[src/rtl/mem_wb_stage.sv]
// Write-back stage: in-order result buffer between MEM and the register-file write port,
// with a forwarding lookup over results that are still waiting to be written back.
module mem_wb_stage #(
    parameter int unsigned DATA_W  = 32,
    parameter int unsigned ADDR_W  = 5,
    parameter int unsigned DEPTH   = 2,
    parameter int unsigned COUNT_W = 16
) (
    input  logic               clk,
    input  logic               rst_n,

    input  logic               in_valid,
    output logic               in_ready,
    input  logic               in_write_back,
    input  logic               in_mem_to_reg,
    input  logic [DATA_W-1:0]  in_memory_data,
    input  logic [DATA_W-1:0]  in_alu_res,
    input  logic [31:0]        in_des,

    input  logic               flush,
    input  logic               wb_stall,

    output logic               rf_we,
    output logic [ADDR_W-1:0]  rf_waddr,
    output logic [DATA_W-1:0]  rf_wdata,

    input  logic [ADDR_W-1:0]  fwd_raddr,
    output logic               fwd_hit,
    output logic [DATA_W-1:0]  fwd_data,

    output logic [COUNT_W-1:0] retired_cnt
);

    localparam int unsigned PTR_W = $clog2(DEPTH);
    localparam int unsigned CNT_W = PTR_W + 1;

    logic [DEPTH-1:0]  valid_q;
    logic [DEPTH-1:0]  we_q;
    logic [ADDR_W-1:0] addr_q [DEPTH];
    logic [DATA_W-1:0] data_q [DEPTH];

    logic [PTR_W-1:0]   wr_ptr_q, rd_ptr_q;
    logic [CNT_W-1:0]   count_q, count_d;
    logic [COUNT_W-1:0] retired_q;

    logic               not_empty;
    logic               accept, retire;
    logic               new_we;
    logic [ADDR_W-1:0]  new_addr;
    logic [DATA_W-1:0]  new_data;
    logic [PTR_W-1:0]   fwd_idx;

    // Only the low ADDR_W bits of the destination field name a register.
    logic unused_des_hi;
    assign unused_des_hi = ^in_des[31:ADDR_W];

    assign not_empty = (count_q != '0);
    assign in_ready  = (count_q != CNT_W'(DEPTH));
    assign accept    = in_valid && in_ready && !flush;
    assign retire    = not_empty && !wb_stall && !flush;

    // Write-back source is resolved at capture so the buffer holds final values.
    assign new_addr = in_des[ADDR_W-1:0];
    assign new_we   = in_write_back && (new_addr != '0);
    assign new_data = in_mem_to_reg ? in_memory_data : in_alu_res;

    assign rf_waddr    = not_empty ? addr_q[rd_ptr_q] : '0;
    assign rf_wdata    = not_empty ? data_q[rd_ptr_q] : '0;
    assign rf_we       = not_empty && we_q[rd_ptr_q] && !wb_stall && !flush;
    assign retired_cnt = retired_q;

    always_comb begin
        count_d = count_q;
        unique case ({accept, retire})
            2'b10:   count_d = count_q + CNT_W'(1);
            2'b01:   count_d = count_q - CNT_W'(1);
            default: count_d = count_q;
        endcase
    end

    always_ff @(posedge clk or negedge rst_n) begin
        if (!rst_n) begin
            valid_q  <= '0;
            we_q     <= '0;
            wr_ptr_q <= '0;
            rd_ptr_q <= '0;
            count_q  <= '0;
            for (int i = 0; i < DEPTH; i++) begin
                addr_q[i] <= '0;
                data_q[i] <= '0;
            end
        end else if (flush) begin
            valid_q  <= '0;
            wr_ptr_q <= '0;
            rd_ptr_q <= '0;
            count_q  <= '0;
        end else begin
            count_q <= count_d;
            if (retire) begin
                valid_q[rd_ptr_q] <= 1'b0;
                rd_ptr_q          <= rd_ptr_q + PTR_W'(1);
            end
            // Accept only happens when not full, so it never targets the slot being retired.
            if (accept) begin
                valid_q[wr_ptr_q] <= 1'b1;
                we_q[wr_ptr_q]    <= new_we;
                addr_q[wr_ptr_q]  <= new_addr;
                data_q[wr_ptr_q]  <= new_data;
                wr_ptr_q          <= wr_ptr_q + PTR_W'(1);
            end
        end
    end

    always_ff @(posedge clk or negedge rst_n) begin
        if (!rst_n) begin
            retired_q <= '0;
        end else if (rf_we) begin
            retired_q <= retired_q + COUNT_W'(1);
        end
    end

    // Walk oldest to youngest so the last match (youngest) wins.
    always_comb begin
        fwd_hit  = 1'b0;
        fwd_data = '0;
        fwd_idx  = '0;
        for (int unsigned i = 0; i < DEPTH; i++) begin
            fwd_idx = rd_ptr_q + PTR_W'(i);
            if (valid_q[fwd_idx] && we_q[fwd_idx] && (fwd_raddr != '0) &&
                (addr_q[fwd_idx] == fwd_raddr)) begin
                fwd_hit  = 1'b1;
                fwd_data = data_q[fwd_idx];
            end
        end
    end

endmodule
[config.mk]
export PLATFORM = sky130hd
export DESIGN_NAME = mem_wb_stage
export DESIGN_NICKNAME = d
export VERILOG_FILES = /design/src/rtl/mem_wb_stage.sv
export SDC_FILE = /design/constraint.sdc
export NUM_CORES = 1
export LEC_CHECK = 0
export CORE_MARGIN = 2
export CORE_UTILIZATION = 45
export CTS_BUF_LIST = sky130_fd_sc_hd__clkbuf_16
export DETAILED_ROUTE_END_ITERATION = 10
export GPL_TIMING_DRIVEN = 1
export PLACE_DENSITY = 0.81
export SLEW_MARGIN = 20
export SYNTH_ARGS = -nofsm -noshare
export SYNTH_HDL_FRONTEND = slang
export SYNTH_SLANG_ARGS = --single-unit
[constraint.sdc]
create_clock -name clk -period 3.1 [get_ports clk]
set_input_delay 0.465 -clock clk [delete_from_list [all_inputs] [get_ports clk]]
set_output_delay 0.465 -clock clk [all_outputs]
set_load 0.005 [all_outputs]
==> metrics.csv <==
stage,metric,value,unit
sta,"Slew Viols, Final",0,
clock_network,CTS sink count,98,
cells_and_area,layout net count,871,
logic_synthesis,Gate Count Post-Synth,585,
sta,fmax,0.322,GHz
grt,initial antenna violation count,0,
clock_network,CTS tree,done,
drt,drt via density,5.37,
logic_synthesis,top cell type's share of synthesized area,0.423,
placement,placed instance count,906,
sta,post-route setup slack,-9.56,ps
drt,DRC viols,0,
floorplan,core area,12600,um^2
logic_synthesis,"count leader, synth",mux2i_1,
clock_network,Hold Buf Count CTS,0,
floorplan,initial core utilization,0.459,
cells_and_area,Reg area,2460,um^2
drt,Post-Route M1 WL,6850,um
grt,total track usage,0.240,
logic_synthesis,top_reg_cell synth,dfrtp_1,
clock_network,TritonCTS Buffers,9,
placement,post-DP HPWL,10500,um
cells_and_area,fin cells,939,
cells_and_area,proportion of layout cells with a drive suffix above 1,0.203,
sta,Rel. slew slack,0.471,
logic_synthesis,Mapped Area,5800,um^2
logic_synthesis,synth cell count leaders,"mux2i_1, dfrtp_1, nor2_1",
drt,Wirelength per Cell,17.5,um
sta,RSZ-0062 raised after global routing,yes,
logic_synthesis,"Distinct cells, synth",33,
cells_and_area,area of the multi-input gates,3310,um^2
drt,1st-iter DRT viols,269,
clock_network,"CTS clk-pin slew, worst paths",70,ps
pwr,overall power,4.49,mW
cells_and_area,fill cell count,1034,
logic_synthesis,Syn Nets,694,
logic_synthesis,Syn. warnings,0,
clock_network,clk buf depth,2,
clock_network,"Clk Latency, worst-skew pair",350,ps
drt,routed wl met2,8340,um
floorplan,row cnt,41,
drt,DRT Pass-1 Iters,4,
placement,port buffer count,168,
worst_setup_path,Setup Crit Path Kind,reg2out,
floorplan,die height,117,um
logic_synthesis,Synth area leaders,"dfrtp_1, mux2i_1, mux2_2",
sta,"Hold Violations, Final",0,
drt,WL final,16400,um
grt,largest net degree at the start of global routing,62,
drt,antenna-violating nets left,0,
placement,GP Congestion,0.821,
sta,Tightest Pin Transition,793,ps
logic_synthesis,"flops & latches, synth",98,
grt,first-pass GRT wire length,26600,um
grt,"Remaining Overflow, GRT",0,
cells_and_area,Area Overhead vs Synth,43.4,%
logic_synthesis,Synth area leader,dfrtp_1,
sta,Setup-failing EPs final,1,
logic_synthesis,Post-synth ARST share,1.00,
pwr,PwrDens,540,nW/um^2
cells_and_area,diode count,0,
worst_setup_path,crit path max fanout,8,
sta,Final min period,3110,ps
worst_setup_path,Worst EP required,2630,ps
pwr,Peak VDD IR,0.000296,V
sta,clock skew,10.8,ps
outcome,failing checks,setup timing,
drt,highest routed metal layer,met4,
logic_synthesis,Post-synth EDFFs,0,
worst_setup_path,CP endpoint kind,output pin,
logic_synthesis,sequential-to-total area share from yosys stat,0.423,
floorplan,I/O pin cnt,196,
grt,vias in the first global route,5259,
drt,DR WL met3,673,um
worst_setup_path,worst path arrival time,2640,ps
floorplan,die width,117,um
drt,via count,5044,
worst_setup_path,startpoint types,flop,
logic_synthesis,mean post-synth cell area,9.91,um^2
job,MaxCap Viol Count,0,
floorplan,die area,13800,um^2
pwr,leakage,3.60,nW
clock_network,clk root buf,clkbuf_16,
clock_network,htree depth,3,
outcome,outcome,finished with violations,
sta,final critical-path share of the clock period,1.00,
worst_hold_path,Hold/Removal Path Class,in2async,
==> layout by cell type, fill, tap and decap left out, types with 5 or more instances in the layout <==
master / netlist / layout
xnor2_1: 20 / 18
mux2i_4: 0 / 8
nand2_1: 50 / 50
mux2i_2: 0 / 10
clkbuf_16: 0 / 9
nand3_1: 31 / 30
buf_4: 0 / 25
nor2b_1: 23 / 23
buf_12: 0 / 5
buf_2: 6 / 30
nand3b_1: 11 / 11
mux2i_1: 115 / 97
nor2_1: 55 / 54
dfrtp_1: 98 / 97
a21oi_1: 32 / 32
o21ai_0: 37 / 37
xor2_1: 7 / 7
clkdlybuf4s50_1: 0 / 133
mux2_2: 35 / 35
==> per-stage QoR <==
stage	util	area, um^2	hold slack, ps	setup slack [ps]	setup TNS, ps
after floorplan	-	5800	169	743	0
after global placement	0.612	7720	461	-341	-8750
after detailed placement	0.612	7720	476	-395	-9090
after CTS	0.661	8340	224	-114	-1540
after global routing	0.659	8310	266	-84.4	-1760
final	0.659	8310	190	-9.56	-9.56
==> critical path, cell delays in order (launching register included) <==
cell and delay [ps]:
dfrtp_4 560, mux2i_2 220, xor2_1 170, nand4_1 110, or4_4 570, buf_12 160
buf_16 150, mux2i_4 200, buf_2 150
==> repair_timing <==
item                                    in CTS  in global routing
cloned                                       5                  0
buffers inserted                            11                  1
pin swaps                                    3                  5
endpoints found under the setup margin      33                 40
gates resized for setup                     79                 91
==> worst paths after layout <==
kind                                  from  slack [ps]  depth (start not counted)               to
hold reg to reg            retired_cnt[15]         490                          1  retired_cnt[15]
max in group asynchronous            rst_n        2190                          2       data_q[54]
min in group clk           retired_cnt[15]         490                          1  retired_cnt[15]
setup reg to reg                  rd_ptr_q         840                          7  retired_cnt[15]
setup / recovery                  rd_ptr_q         -10                          8     fwd_data[19]
hold / removal                       rst_n         190                          1   retired_cnt[9]
==> layout make-up <==
type                            instances  area share
Multi-Input combinational cell        445       0.399
Sequential cell                        98       0.295
Timing Repair Buffer                  208       0.241
Clock buffer                            9      0.0271
Tap cell                              172      0.0259
Clock inverter                          7      0.0116
==> layer usage <==
layer  track usage  vias to the layer above
met5             0                        -
met1         0.300                     2445
met3        0.0392                       38
met4         0.111                        0
met2         0.408                      154
li1              -                     2407
==> report_power, final <==
group          switching (mW)  internal [mW]  total (mW)
logic                   0.649          0.807        1.46
clock network           0.489          0.707        1.20
registers               0.261           1.58        1.84
==> sequential cells by signal, indices dropped and copies added (netlist names) <==
| name | cells |
|---|---|
| wr_ptr_q | 1 |
| we_q | 2 |
| data_q | 64 |
| rd_ptr_q | 1 |
| addr_q | 10 |
| valid_q | 2 |
| retired_cnt | 16 |
| count_q | 2 |
==> cell families (layout without fill, tap and decap cells) <==
kind of cell / Yosys count / count (layout) / share of synthesized area
simple gates: 192 / 192 / 0.160
flops: 98 / 98 / 0.423
xor+xnor: 27 / 27 / 0.0408
buf+inv: 42 / 224 / 0.0363
mux: 150 / 150 / 0.267
compound gates: 75 / 75 / 0.0708
fa+ha+maj: 1 / 1 / 0.00216
Power figures use the tool's default switching activity.
